## config.mk

```make
export PLATFORM = sky130hd
export DESIGN_NAME = cache_mshr_file_flat
export DESIGN_NICKNAME = d
export VERILOG_FILES = /design/src/rtl/cache_mshr_file_pkg.sv /design/src/rtl/cache_mshr_file_if.sv /design/src/rtl/cache_mshr_file_entry.sv /design/src/rtl/cache_mshr_file.sv /design/src/flat_wrapper.sv
export SDC_FILE = /design/constraint.sdc
export NUM_CORES = 1
export LEC_CHECK = 0
export BUFFER_PORTS_ARGS = -buffer_cell sky130_fd_sc_hd__buf_4
export CELL_PAD_IN_SITES_DETAIL_PLACEMENT = 1
export CELL_PAD_IN_SITES_GLOBAL_PLACEMENT = 2
export CORE_MARGIN = 1.5
export CORE_UTILIZATION = 32
export DETAILED_ROUTE_END_ITERATION = 8
export GPL_ROUTABILITY_DRIVEN = 0
export PLACE_DENSITY_LB_ADDON = 0.3
export SKIP_CTS_REPAIR_TIMING = 1
export SYNTH_ARGS = -nofsm -noshare
export SYNTH_HDL_FRONTEND = slang
export SYNTH_SLANG_ARGS = --single-unit
```

## constraint.sdc

```tcl
create_clock -name clk -period 2 [get_ports clk]
set_clock_uncertainty 0.2 [all_clocks]
set_input_delay 0.4 -clock clk [delete_from_list [all_inputs] [get_ports clk]]
set_output_delay 0.4 -clock clk [all_outputs]
set_load 0.01 [all_outputs]
```

## src/rtl/cache_mshr_file_pkg.sv

```systemverilog
// cache_mshr_file_pkg: shared sizes, op codes and MSHR entry state encodings
package cache_mshr_file_pkg;
  localparam int MSHR_N       = 4;
  localparam int MSHR_LINE_AW = 26;
  localparam int MSHR_ID_W    = 2;
  typedef enum logic [2:0] {OP_NO_OP, OP_LD, OP_ST, OP_IFETCH, OP_PF, OP_FLUSH, OP_INV, OP_RWITM} op_e;
  typedef enum logic [2:0] {S_IDLE, S_WB_REQ, S_RD_REQ, S_WAIT, S_FILL} mshr_state_e;
  function automatic logic is_alloc_op(logic [2:0] op);
    return op == OP_LD || op == OP_ST;
  endfunction
endpackage

```

## src/rtl/cache_mshr_file_if.sv

```systemverilog
// cache_mshr_file_if: lookup/alloc in, L2 req/resp, fill out; master = cache pipeline + L2 + arrays, slave = MSHR file
interface cache_mshr_file_if import cache_mshr_file_pkg::*; #(
  parameter int LINE_AW = MSHR_LINE_AW,
  parameter int ID_W    = MSHR_ID_W
);
  logic [LINE_AW-1:0] lookup_addr, alloc_addr, alloc_victim, l2_req_addr, fill_addr;
  logic               mshr_hit, alloc_valid, alloc_wb, mshr_full;
  logic               l2_req_valid, l2_req_ready, l2_req_wb, l2_resp_valid, fill_valid, fill_ready;
  logic [3:0]         alloc_way, fill_way;
  logic [2:0]         alloc_op, fill_op;
  logic [ID_W-1:0]    l2_req_id, l2_resp_id, fill_id;
  modport master (
    output lookup_addr, alloc_valid, alloc_addr, alloc_way, alloc_op, alloc_wb, alloc_victim,
    output l2_req_ready, l2_resp_valid, l2_resp_id, fill_ready,
    input  mshr_hit, mshr_full, l2_req_valid, l2_req_addr, l2_req_wb, l2_req_id,
    input  fill_valid, fill_addr, fill_way, fill_op, fill_id
  );
  modport slave (
    input  lookup_addr, alloc_valid, alloc_addr, alloc_way, alloc_op, alloc_wb, alloc_victim,
    input  l2_req_ready, l2_resp_valid, l2_resp_id, fill_ready,
    output mshr_hit, mshr_full, l2_req_valid, l2_req_addr, l2_req_wb, l2_req_id,
    output fill_valid, fill_addr, fill_way, fill_op, fill_id
  );
endinterface

```

## src/rtl/cache_mshr_file_entry.sv

```systemverilog
// cache_mshr_file_entry: one MSHR slot (alloc/req-accept/resp/fill-accept in; state flags + captured miss payload out)
module cache_mshr_file_entry import cache_mshr_file_pkg::*; #(
  parameter int LINE_AW = MSHR_LINE_AW
) (
  input  logic               clk,
  input  logic               rst,
  input  logic               i_alloc,
  input  logic [LINE_AW-1:0] i_addr,
  input  logic [LINE_AW-1:0] i_victim,
  input  logic [3:0]         i_way,
  input  logic [2:0]         i_op,
  input  logic               i_wb,
  input  logic               i_req_acc,
  input  logic               i_resp,
  input  logic               i_fill_acc,
  output logic               o_live,
  output logic               o_req,
  output logic               o_req_wb,
  output logic               o_wait,
  output logic               o_fill,
  output logic [LINE_AW-1:0] o_addr,
  output logic [LINE_AW-1:0] o_req_addr,
  output logic [3:0]         o_way,
  output logic [2:0]         o_op
);
  mshr_state_e        r_state, w_next;
  logic [LINE_AW-1:0] r_addr, r_victim;
  logic [3:0]         r_way;
  logic [2:0]         r_op;
  always_ff @(posedge clk) begin
    if (rst) r_state <= S_IDLE;
    else     r_state <= w_next;
  end
  always_ff @(posedge clk) begin
    if (rst) begin
      r_addr   <= '0;
      r_victim <= '0;
      r_way    <= '0;
      r_op     <= '0;
    end else if (i_alloc) begin
      r_addr   <= i_addr;
      r_victim <= i_victim;
      r_way    <= i_way;
      r_op     <= i_op;
    end
  end
  always_comb begin
    w_next = r_state;
    case (r_state)
      S_IDLE:   w_next = i_alloc    ? (i_wb ? S_WB_REQ : S_RD_REQ) : S_IDLE;
      S_WB_REQ: w_next = i_req_acc  ? S_RD_REQ : S_WB_REQ;
      S_RD_REQ: w_next = i_req_acc  ? S_WAIT   : S_RD_REQ;
      S_WAIT:   w_next = i_resp     ? S_FILL   : S_WAIT;
      S_FILL:   w_next = i_fill_acc ? S_IDLE   : S_FILL;
      default:  w_next = S_IDLE;
    endcase
  end
  always_comb begin
    o_live     = r_state != S_IDLE;
    o_req_wb   = r_state == S_WB_REQ;
    o_req      = o_req_wb || r_state == S_RD_REQ;
    o_wait     = r_state == S_WAIT;
    o_fill     = r_state == S_FILL;
    o_req_addr = o_req_wb ? r_victim : r_addr;
  end
  assign o_addr = r_addr;
  assign o_way  = r_way;
  assign o_op   = r_op;
endmodule

```

## src/rtl/cache_mshr_file.sv

```systemverilog
// cache_mshr_file: MSHR file (clk, rst, bus = slave side of cache_mshr_file_if) with free-slot encoder, frozen req/fill arbiters, hit OR-tree
module cache_mshr_file import cache_mshr_file_pkg::*; #(
  parameter int NUM_ENTRIES = MSHR_N,
  parameter int LINE_AW     = MSHR_LINE_AW,
  parameter int ID_W        = MSHR_ID_W
) (
  input logic clk,
  input logic rst,
  cache_mshr_file_if.slave bus
);
  logic [NUM_ENTRIES-1:0] w_live, w_req, w_req_wb, w_wait, w_fill, w_hit, w_dup;
  logic [NUM_ENTRIES-1:0] w_alloc, w_req_acc, w_resp, w_fill_acc;
  logic [LINE_AW-1:0]     w_addr [NUM_ENTRIES];
  logic [LINE_AW-1:0]     w_req_addr [NUM_ENTRIES];
  logic [3:0]             w_way [NUM_ENTRIES];
  logic [2:0]             w_op [NUM_ENTRIES];
  logic [ID_W-1:0]        w_free, w_req_pick, w_fill_pick, w_req_sel, w_fill_sel, r_req_sel, r_fill_sel;
  logic                   r_req_lock, r_fill_lock, w_full, w_alloc_ok, w_req_valid, w_fill_valid;
  genvar i;
  generate
    for (i = 0; i < NUM_ENTRIES; i++) begin : g_ent
      cache_mshr_file_entry #(.LINE_AW(LINE_AW)) u_ent (
        .clk(clk), .rst(rst), .i_alloc(w_alloc[i]), .i_addr(bus.alloc_addr), .i_victim(bus.alloc_victim),
        .i_way(bus.alloc_way), .i_op(bus.alloc_op), .i_wb(bus.alloc_wb), .i_req_acc(w_req_acc[i]),
        .i_resp(w_resp[i]), .i_fill_acc(w_fill_acc[i]), .o_live(w_live[i]), .o_req(w_req[i]),
        .o_req_wb(w_req_wb[i]), .o_wait(w_wait[i]), .o_fill(w_fill[i]), .o_addr(w_addr[i]),
        .o_req_addr(w_req_addr[i]), .o_way(w_way[i]), .o_op(w_op[i])
      );
      assign w_hit[i] = w_live[i] && w_addr[i] == bus.lookup_addr;
      assign w_dup[i] = w_live[i] && w_addr[i] == bus.alloc_addr;
    end
  endgenerate
  always_comb begin
    w_free      = '0;
    w_req_pick  = '0;
    w_fill_pick = '0;
    for (int k = NUM_ENTRIES - 1; k >= 0; k--) begin
      if (!w_live[k]) w_free      = ID_W'(k);
      if (w_req[k])   w_req_pick  = ID_W'(k);
      if (w_fill[k])  w_fill_pick = ID_W'(k);
    end
  end
  assign w_full       = &w_live;
  assign w_alloc_ok   = bus.alloc_valid && !w_full && is_alloc_op(bus.alloc_op);
  assign w_alloc      = NUM_ENTRIES'(w_alloc_ok) << w_free;
  assign w_resp       = NUM_ENTRIES'(bus.l2_resp_valid) << bus.l2_resp_id;
  // A granted-but-unaccepted request/fill keeps its slot even if a lower index becomes eligible.
  assign w_req_sel    = r_req_lock ? r_req_sel : w_req_pick;
  assign w_fill_sel   = r_fill_lock ? r_fill_sel : w_fill_pick;
  assign w_req_valid  = r_req_lock || |w_req;
  assign w_fill_valid = r_fill_lock || |w_fill;
  assign w_req_acc    = NUM_ENTRIES'(w_req_valid && bus.l2_req_ready) << w_req_sel;
  assign w_fill_acc   = NUM_ENTRIES'(w_fill_valid && bus.fill_ready) << w_fill_sel;
  always_ff @(posedge clk) begin
    if (rst) begin
      r_req_lock  <= 1'b0;
      r_fill_lock <= 1'b0;
      r_req_sel   <= '0;
      r_fill_sel  <= '0;
    end else begin
      r_req_lock  <= w_req_valid && !bus.l2_req_ready;
      r_fill_lock <= w_fill_valid && !bus.fill_ready;
      r_req_sel   <= w_req_sel;
      r_fill_sel  <= w_fill_sel;
    end
  end
  assign bus.mshr_hit     = |w_hit;
  assign bus.mshr_full    = w_full;
  assign bus.l2_req_valid = w_req_valid;
  assign bus.l2_req_addr  = w_req_valid ? w_req_addr[w_req_sel] : '0;
  assign bus.l2_req_wb    = w_req_valid && w_req_wb[w_req_sel];
  assign bus.l2_req_id    = w_req_valid ? w_req_sel : '0;
  assign bus.fill_valid   = w_fill_valid;
  assign bus.fill_addr    = w_fill_valid ? w_addr[w_fill_sel] : '0;
  assign bus.fill_way     = w_fill_valid ? w_way[w_fill_sel] : '0;
  assign bus.fill_op      = w_fill_valid ? w_op[w_fill_sel] : '0;
  assign bus.fill_id      = w_fill_valid ? w_fill_sel : '0;
  always_ff @(posedge clk) begin
    if (!rst) begin
      assert (!(bus.alloc_valid && w_full)) else $warning("mshr: alloc while full dropped");
      assert (!(w_alloc_ok && |w_dup)) else $warning("mshr: alloc to line already held");
      assert (!(bus.l2_resp_valid && !w_wait[bus.l2_resp_id])) else $warning("mshr: L2 resp to entry not waiting");
    end
  end
endmodule

```

## src/flat_wrapper.sv

```systemverilog
// flat-port wrapper written by rule: the top's interface ports become plain ports
module cache_mshr_file_flat import cache_mshr_file_pkg::*;
#(
  parameter int NUM_ENTRIES = MSHR_N,
  parameter int LINE_AW     = MSHR_LINE_AW,
  parameter int ID_W        = MSHR_ID_W
)
  (clk, rst, bus_lookup_addr, bus_alloc_valid, bus_alloc_addr, bus_alloc_way, bus_alloc_op, bus_alloc_wb, bus_alloc_victim, bus_l2_req_ready, bus_l2_resp_valid, bus_l2_resp_id, bus_fill_ready, bus_mshr_hit, bus_mshr_full, bus_l2_req_valid, bus_l2_req_addr, bus_l2_req_wb, bus_l2_req_id, bus_fill_valid, bus_fill_addr, bus_fill_way, bus_fill_op, bus_fill_id);
  cache_mshr_file_if #(.LINE_AW(LINE_AW), .ID_W(ID_W)) bus_i ();
  input logic clk;
  input logic rst;
  input wire logic [$bits(bus_i.lookup_addr)-1:0] bus_lookup_addr;
  input wire logic [$bits(bus_i.alloc_valid)-1:0] bus_alloc_valid;
  input wire logic [$bits(bus_i.alloc_addr)-1:0] bus_alloc_addr;
  input wire logic [$bits(bus_i.alloc_way)-1:0] bus_alloc_way;
  input wire logic [$bits(bus_i.alloc_op)-1:0] bus_alloc_op;
  input wire logic [$bits(bus_i.alloc_wb)-1:0] bus_alloc_wb;
  input wire logic [$bits(bus_i.alloc_victim)-1:0] bus_alloc_victim;
  input wire logic [$bits(bus_i.l2_req_ready)-1:0] bus_l2_req_ready;
  input wire logic [$bits(bus_i.l2_resp_valid)-1:0] bus_l2_resp_valid;
  input wire logic [$bits(bus_i.l2_resp_id)-1:0] bus_l2_resp_id;
  input wire logic [$bits(bus_i.fill_ready)-1:0] bus_fill_ready;
  output wire logic [$bits(bus_i.mshr_hit)-1:0] bus_mshr_hit;
  output wire logic [$bits(bus_i.mshr_full)-1:0] bus_mshr_full;
  output wire logic [$bits(bus_i.l2_req_valid)-1:0] bus_l2_req_valid;
  output wire logic [$bits(bus_i.l2_req_addr)-1:0] bus_l2_req_addr;
  output wire logic [$bits(bus_i.l2_req_wb)-1:0] bus_l2_req_wb;
  output wire logic [$bits(bus_i.l2_req_id)-1:0] bus_l2_req_id;
  output wire logic [$bits(bus_i.fill_valid)-1:0] bus_fill_valid;
  output wire logic [$bits(bus_i.fill_addr)-1:0] bus_fill_addr;
  output wire logic [$bits(bus_i.fill_way)-1:0] bus_fill_way;
  output wire logic [$bits(bus_i.fill_op)-1:0] bus_fill_op;
  output wire logic [$bits(bus_i.fill_id)-1:0] bus_fill_id;
  assign bus_i.lookup_addr = bus_lookup_addr;
  assign bus_i.alloc_valid = bus_alloc_valid;
  assign bus_i.alloc_addr = bus_alloc_addr;
  assign bus_i.alloc_way = bus_alloc_way;
  assign bus_i.alloc_op = bus_alloc_op;
  assign bus_i.alloc_wb = bus_alloc_wb;
  assign bus_i.alloc_victim = bus_alloc_victim;
  assign bus_i.l2_req_ready = bus_l2_req_ready;
  assign bus_i.l2_resp_valid = bus_l2_resp_valid;
  assign bus_i.l2_resp_id = bus_l2_resp_id;
  assign bus_i.fill_ready = bus_fill_ready;
  assign bus_mshr_hit = bus_i.mshr_hit;
  assign bus_mshr_full = bus_i.mshr_full;
  assign bus_l2_req_valid = bus_i.l2_req_valid;
  assign bus_l2_req_addr = bus_i.l2_req_addr;
  assign bus_l2_req_wb = bus_i.l2_req_wb;
  assign bus_l2_req_id = bus_i.l2_req_id;
  assign bus_fill_valid = bus_i.fill_valid;
  assign bus_fill_addr = bus_i.fill_addr;
  assign bus_fill_way = bus_i.fill_way;
  assign bus_fill_op = bus_i.fill_op;
  assign bus_fill_id = bus_i.fill_id;
  cache_mshr_file #(.NUM_ENTRIES(NUM_ENTRIES), .LINE_AW(LINE_AW), .ID_W(ID_W)) u_core (.clk(clk), .rst(rst), .bus(bus_i));
endmodule
```

==> impl_metrics.yaml, run 1 <==
finish:
  layout.nets: 2234
  layout.cells.non_filler: 2703
  post_route_cells_drive_above_1_share_pct: 36.7
  final_cell_mix: "sky130_fd_sc_hd__nand2_1 (480), sky130_fd_sc_hd__buf_4 (359), sky130_fd_sc_hd__dfxtp_1 (244), sky130_fd_sc_hd__a21oi_1 (183), sky130_fd_sc_hd__mux2i_1 (180)"
  leading_cell_type_in_the_layout_fill_and_taps_excluded: "sky130_fd_sc_hd__nand2_1"
  flow.area_growth_from_synthesis_pct: 55.8
critical_path:
  crit_path_end: "bus_l2_req_addr[25]"
  critPathMaxFanout: 20
  crit_cells: 8
  worst_r2r_path_depth: 9
  sum_of_buffers_and_inverters_on_the_critical_path: 3
  cp-start-kind: "flip-flop"
  r2r-end: "u_core.g_ent[3].u_ent.r_state[0]$_SDFF_PP0_"
  worst_r2r_startpoint: "u_core.g_ent[3].u_ent.r_state[1]$_SDFF_PP0_"
  startpoint: "u_core.g_ent[3].u_ent.r_state[1]$_SDFF_PP0_"
  worstPathRequired_ps: 1400
  timing.reg2reg.setup_slack_ps: -500
  critPathArrivalTime_ps: 2610
  setup.worst_path.class: "reg -> out"
  cpLargestDelayFamily: "compound AO/OA/AOI/OAI gates"
  cp_slowest_cell: "sky130_fd_sc_hd__dfxtp_4"
  endpoint_kind: "output port"
  crit_chain: "and2b_1, o221a_1, o2bb2ai_4, buf_12, buf_16, mux2i_1, a32o_2, buf_6"
  crit_path_max_incr_delay_ps: 380
floorplanning:
  io_pins: 162
  placeableCoreArea_sq_um: 41900
  start_util_pct: 32.4
  placementRows: 75
  design.die.area_sq_um: 43600
  die_w_um: 209
  die_height_um: 209
power:
  peak_vdd_ir_mv: 0.661
  internal_power_uw: 9020
  power_uw: 12400
  power.clock.fraction_pct: 45.0
  power_density_nw_per_um2: 586
  power.leakage_uw: 0.00831
  total_switching_power_uw: 3370
  switching_share_pct: 27.2
  pwr-share-comb_pct: 13.3
  sequentialPowerShare_pct: 41.7
sta:
  worst_slack_ps: -1210
  drv_slew: 0
  hold_viol: 1
  maxClockFrequency_mhz: 311
  post-route-period-util_pct: 161
  worstMarginPinSlew_ps: 480
  grt_setup_unrepaired: "true"
  post-route-min-period_ps: 3210
  maxSlewHeadroom_pct: 67.6
  setup_viol: 313
  whs_ps: -2.40
detailed_routing:
  firstDrtPassIters: 5
  drt-vias-per-instance: 5.44
  drt-initial-drc-count: 868
  antenna_violating_nets_post_route: 0
  drc_errors: 0
  finalWirelength_um: 67400
  wire_per_inst_um: 24.9
  vias: 14692
outcome:
  outcome: "finished with violations"
  violations: "hold timing, setup timing"
logic_synthesis:
  syn-instance-count: 1682
  synth_ff_type: "sky130_fd_sc_hd__dfxtp_1"
  asyncSetResetFlopFracSynth_pct: 0
  ys_warn_count: 0
  mappedNetlistArea_sq_um: 13600
  synth.distinct_cells: 73
  synth_fp_nets: 1776
  synth.ff_latch_count: 254
  synth_edf_count: 0
  postSynthAreaPerCell_sq_um: 8.06
  synth_sequential_area_ratio_pct: 37.5
clock_network:
  cts_root_buffer: "sky130_fd_sc_hd__clkbuf_16"
  cts.path.max_buffers: 3
  clkTransAtPathRegs_ps: 70
  clock-sinks: 254
  cts.htree.levels: 1
  clock_latency_ps: 590
  tritoncts_clock_tree: "built"
  cts_inserted_buffers: 31
grt:
  global_route.usage.total_pct: 27.0
  globalRoute.totalOverflow: 0
  grt_start_max_net_pins: 49
  antenna_violations_before_repair: 2
  grt_pass1_vias: 14291
  grt_first_pass_wirelength_um: 89500
worst_hold_path:
  min-delay-path-class: "in -> reg"
place:
  io_buffer_count: 161
  place_inst: 2536
  detailedPlace.worstSlack_ps: -626
  hpwlAfterDp_um: 43900
job:
  max-cap-violations: 0
==> logic make-up (layout without fill, tap and decap cells) <==
group	Yosys count	after routing	synth area share, %
AND/OR/NAND/NOR	645	645	20.0
AO/OA/AOI/OAI	335	335	14.9
flip-flops	254	254	37.5
multiplexers	200	200	14.8
buffers and inverters	139	619	5.84
XOR/XNOR	109	109	7.04
other	0	2	0
==> tightest hold or removal path: cells and delay by family <==
family                 cells  cell delay [ps]
AND/OR/NAND/NOR            1               40
buffers and inverters      2              190
AO/OA/AOI/OAI              1              110
==> cell type report <==
| type | count | area [sq um] |
|---|---|---|
| Antenna cell | 2 | 5.00 |
| Clock buffer | 46 | 922 |
| Clock inverter | 9 | 56.3 |
| Fill cell | 4776 | 20700 |
| Inverter | 9 | 43.8 |
| Multi-Input combinational cell | 1289 | 8670 |
| Sequential cell | 254 | 5110 |
| Tap cell | 539 | 674 |
| Timing Repair Buffer | 555 | 5650 |
==> how the worst min path moves through the flow <==
| stage | startpoint | to | slack (ps) | cells after the start |
|---|---|---|---|---|
| after floorplan | u_core.g_ent[0].u_ent.o_op[0]$_SDFFE_PP0N_ | u_core.g_ent[0].u_ent.o_op[0]$_SDFFE_PP0N_ | 240 | 2 |
| after global placement | u_core.g_ent[0].u_ent.r_victim[8]$_SDFFE_PP0N_ | u_core.g_ent[0].u_ent.r_victim[8]$_SDFFE_PP0N_ | 240 | 2 |
| after detailed placement | u_core.g_ent[0].u_ent.o_way[0]$_SDFFE_PP0N_ | u_core.g_ent[0].u_ent.o_way[0]$_SDFFE_PP0N_ | 250 | 2 |
| after CTS | bus_fill_ready | u_core.r_fill_lock$_SDFF_PP0_ | -220 | 2 |
| after global routing | bus_alloc_op[0] | u_core.g_ent[1].u_ent.o_op[0]$_SDFFE_PP0N_ | 20 | 4 |
| final | bus_alloc_op[0] | u_core.g_ent[0].u_ent.o_op[0]$_SDFFE_PP0N_ | -2 | 4 |
==> sequential cells by signal, indices dropped and copies added, names as in the netlist <==
register                     count
u_core.g_ent.u_ent.o_addr      104
u_core.g_ent.u_ent.r_victim    104
u_core.g_ent.u_ent.o_way        16
u_core.g_ent.u_ent.o_op         12
u_core.g_ent.u_ent.r_state      12
u_core.r_fill_sel                2
u_core.r_req_sel                 2
u_core.r_fill_lock               1
u_core.r_req_lock                1
==> power groups by stage <==
stage               sequential, uW  clock, uW  combinational (uW)
finish                        5170       5570                1650
global route                  5170       5810                1720
CTS                           5170       5620                1350
detailed placement            5280          0                1350
global placement              5280          0                1330
floorplan                     5280          0                 532
==> per-layer routing <==
layer	vias up	GRT usage [%]	routed length, um
li1	6688	-	-
met1	7428	35.4	29300
met2	439	46.1	32200
met5	-	0	0
met4	0	8.90	2590
met3	137	3.07	3270
==> through the flow <==
step	util [%]	cell area [sq um]	setup TNS (ps)
after floorplan	-	13900	-14160
after global placement	42.6	17800	-74130
after detailed placement	42.6	17800	-87210
after CTS	44.9	18800	-118210
after global routing	50.5	21100	-122890
final	50.5	21100	-110130
==> Yosys cell counts, types with 3 or more instances <==
library cell	number	share of area [%]
sky130_fd_sc_hd__nand2_1	530	15
sky130_fd_sc_hd__dfxtp_1	254	37
sky130_fd_sc_hd__a21oi_1	239	8.8
sky130_fd_sc_hd__mux2i_1	200	15
sky130_fd_sc_hd__xor2_1	106	6.8
sky130_fd_sc_hd__clkbuf_1	51	1.4
sky130_fd_sc_hd__buf_2	47	1.7
sky130_fd_sc_hd__o22ai_1	33	1.5
sky130_fd_sc_hd__a32o_1	26	1.9
sky130_fd_sc_hd__nor3_1	21	0.77
sky130_fd_sc_hd__nor4_1	21	0.97
sky130_fd_sc_hd__buf_4	17	0.94
sky130_fd_sc_hd__nor2_1	16	0.44
sky130_fd_sc_hd__nand3_1	10	0.37
sky130_fd_sc_hd__buf_6	9	0.75
sky130_fd_sc_hd__nand4_1	8	0.37
sky130_fd_sc_hd__nor3b_1	7	0.39
sky130_fd_sc_hd__inv_1	6	0.17
sky130_fd_sc_hd__nor2b_1	5	0.23
sky130_fd_sc_hd__buf_8	4	0.44
sky130_fd_sc_hd__nand2b_1	3	0.14
sky130_fd_sc_hd__nor3b_2	3	0.28
sky130_fd_sc_hd__o21ai_0	3	0.11
sky130_fd_sc_hd__or3_1	3	0.14
sky130_fd_sc_hd__xnor2_1	3	0.19
Power figures use the tool's default switching activity.
==> run 2, diff against run 1 <==
--- a/config.mk
+++ b/config.mk
@@ -12,7 +12,7 @@
 export CORE_UTILIZATION = 32
 export DETAILED_ROUTE_END_ITERATION = 8
 export GPL_ROUTABILITY_DRIVEN = 0
-export PLACE_DENSITY_LB_ADDON = 0.3
+export PLACE_DENSITY_LB_ADDON = 0.1
 export SKIP_CTS_REPAIR_TIMING = 1
 export SYNTH_ARGS = -nofsm -noshare
 export SYNTH_HDL_FRONTEND = slang
==> run 2 against run 1 <==
The flow still finishes with violations (hold timing, setup timing). Cell area grew 0.51%. Via count is 1.7% lower. Clock power barely moved. Register-to-register slack lost 20 ps. Count of clock-buffer cells in the layout up 4. Combinational power hardly changed. Global-route usage fell by 0.13 points. Wire length is 0.93% higher. Flip-flop and latch count is the same. Maximum frequency up 1.0%. Die area unchanged. Non-clock buffer count grew 3. Largest cell class unchanged. Largest power group unchanged.
==> impl_metrics.yaml, run 2 (same netlist as run 1, synthesis figures left out) <==
sta:
  drv_slew: 0
  maxSlewHeadroom_pct: 56.6
  post-route-period-util_pct: 159
  grt_setup_unrepaired: "true"
  hold_viol: 1
  worstMarginPinSlew_ps: 651
  maxClockFrequency_mhz: 315
  whs_ps: -4.45
  post-route-min-period_ps: 3180
  setup_viol: 311
  worst_slack_ps: -1180
critical_path:
  critPathArrivalTime_ps: 2580
  r2r-end: "u_core.g_ent[3].u_ent.r_state[0]$_SDFF_PP0_"
  crit_cells: 9
  cpLargestDelayFamily: "compound AO/OA/AOI/OAI gates"
  crit_chain: "nor3b_4, a21oi_2, o31a_4, clkinv_8, buf_4, buf_12, mux2i_2, o22ai_2, buf_4"
  critPathMaxFanout: 10
  crit_path_end: "bus_fill_addr[12]"
  timing.reg2reg.setup_slack_ps: -520
  worstPathRequired_ps: 1400
  endpoint_kind: "output port"
  worst_r2r_path_depth: 9
  cp_slowest_cell: "sky130_fd_sc_hd__o31a_4"
  cp-start-kind: "flip-flop"
  worst_r2r_startpoint: "u_core.g_ent[3].u_ent.r_state[1]$_SDFF_PP0_"
  setup.worst_path.class: "reg -> out"
  sum_of_buffers_and_inverters_on_the_critical_path: 4
  startpoint: "u_core.g_ent[3].u_ent.r_state[1]$_SDFF_PP0_"
  crit_path_max_incr_delay_ps: 390
  path_common_cell: "sky130_fd_sc_hd__buf_4"
detailed_routing:
  drc_errors: 0
  finalWirelength_um: 68000
  drt-initial-drc-count: 889
  vias: 14439
  drt-vias-per-instance: 5.33
  wire_per_inst_um: 25.1
  firstDrtPassIters: 5
  antenna_violating_nets_post_route: 0
outcome:
  outcome: "finished with violations"
  violations: "hold timing, setup timing"
power:
  peak_vdd_ir_mv: 0.633
  power.leakage_uw: 0.00833
  power_density_nw_per_um2: 583
finish:
  layout.nets: 2237
  post_route_cells_drive_above_1_share_pct: 36.4
  post-route-cell-area_sq_um: 21200
  final_core_utilization_pct: 50.7
  flow.area_growth_from_synthesis_pct: 56.6
  leading_cell_type_in_the_layout_fill_and_taps_excluded: "sky130_fd_sc_hd__nand2_1"
  final_cell_mix: "sky130_fd_sc_hd__nand2_1 (498), sky130_fd_sc_hd__buf_4 (360), sky130_fd_sc_hd__dfxtp_1 (244), sky130_fd_sc_hd__a21oi_1 (185), sky130_fd_sc_hd__mux2i_1 (167)"
clock_network:
  tritoncts_clock_tree: "built"
  cts_inserted_buffers: 31
  clock-sinks: 254
  cts.path.max_buffers: 3
  clock_latency_ps: 570
  cts.htree.levels: 1
  cts_root_buffer: "sky130_fd_sc_hd__clkbuf_16"
  clkTransAtPathRegs_ps: 60
floorplanning:
  placeableCoreArea_sq_um: 41900
  placementRows: 75
  start_util_pct: 32.4
  design.die.area_sq_um: 43600
  io_pins: 162
  die_height_um: 209
  die_w_um: 209
job:
  max-cap-violations: 0
grt:
  globalRoute.totalOverflow: 0
  grt_first_pass_wirelength_um: 88800
  global_route.usage.total_pct: 26.9
  grt_pass1_vias: 13904
  antenna_violations_before_repair: 4
  grt_start_max_net_pins: 89
place:
  io_buffer_count: 161
  placed_cell_areas_sq_um: 17700
  hpwlAfterDp_um: 42400
worst_hold_path:
  min-delay-path-class: "in -> reg"
[run 2: cell types whose count changed in the layout (fill, tap and decap cells not counted), moves of 5 or more]
cell                       before  now
sky130_fd_sc_hd__nand2_1      480  498
sky130_fd_sc_hd__buf_8          3    8
sky130_fd_sc_hd__nand2_2       44   27
sky130_fd_sc_hd__clkbuf_1       6   11
sky130_fd_sc_hd__mux2i_1      180  167
sky130_fd_sc_hd__mux2i_2       15   24
sky130_fd_sc_hd__buf_12        60   54
[run 2: worst min-delay path, stage by stage]
cell                      delay, ps
sky130_fd_sc_hd__buf_4           90
sky130_fd_sc_hd__buf_4          100
sky130_fd_sc_hd__nand2_1         40
sky130_fd_sc_hd__a21oi_1        100
[run 2: stage by stage]
step                      setup slack, ps  power (uW)  TNS (ps)  cells
after floorplan                      -264        5810    -14160   1682
after global placement               -654        6610    -60120   2527
after detailed placement             -633        6620    -70350   2527
after CTS                           -1260       12200   -101780   2581
after global routing                -1260       12800   -124150   2706
final                               -1180       12400   -103370   2707
[run 2: worst min path at each step]
stage,start,endpoint,slack (ps),depth (start not counted)
final,bus_alloc_op[0],u_core.g_ent[1].u_ent.o_op[0]$_SDFFE_PP0N_,-4,4
after detailed placement,u_core.g_ent[0].u_ent.r_victim[0]$_SDFFE_PP0N_,u_core.g_ent[0].u_ent.r_victim[0]$_SDFFE_PP0N_,250,2
after floorplan,u_core.g_ent[0].u_ent.o_op[0]$_SDFFE_PP0N_,u_core.g_ent[0].u_ent.o_op[0]$_SDFFE_PP0N_,240,2
after global routing,bus_alloc_op[0],u_core.g_ent[1].u_ent.o_op[0]$_SDFFE_PP0N_,6,4
after global placement,u_core.g_ent[2].u_ent.o_way[3]$_SDFFE_PP0N_,u_core.g_ent[2].u_ent.o_way[3]$_SDFFE_PP0N_,240,2
after CTS,bus_fill_ready,u_core.r_fill_lock$_SDFF_PP0_,-220,2
[run 2: power by group]
group          internal, uW  switching, uW
sequential             5120           50.6
combinational           729            900
clock                  3250           2330
total                  9100           3280
[run 2: per-layer routing]
metal	up-vias	track usage [%]	share of wire, %
met1	7271	36.0	45
met4	0	8.92	3.1
li1	6693	-	-
met2	363	44.7	48
met3	112	3.38	4.4
met5	-	0	0
[run 2: final cells by class]
| class | count | area [sq um] |
|---|---|---|
| Fill cell | 4779 | 20600 |
| Timing Repair Buffer | 558 | 5670 |
| Sequential cell | 254 | 5110 |
| Inverter | 9 | 58.8 |
| Antenna cell | 4 | 10.0 |
| Clock buffer | 50 | 927 |
| Clock inverter | 4 | 45.0 |
| Multi-Input combinational cell | 1289 | 8740 |
| Tap cell | 539 | 674 |
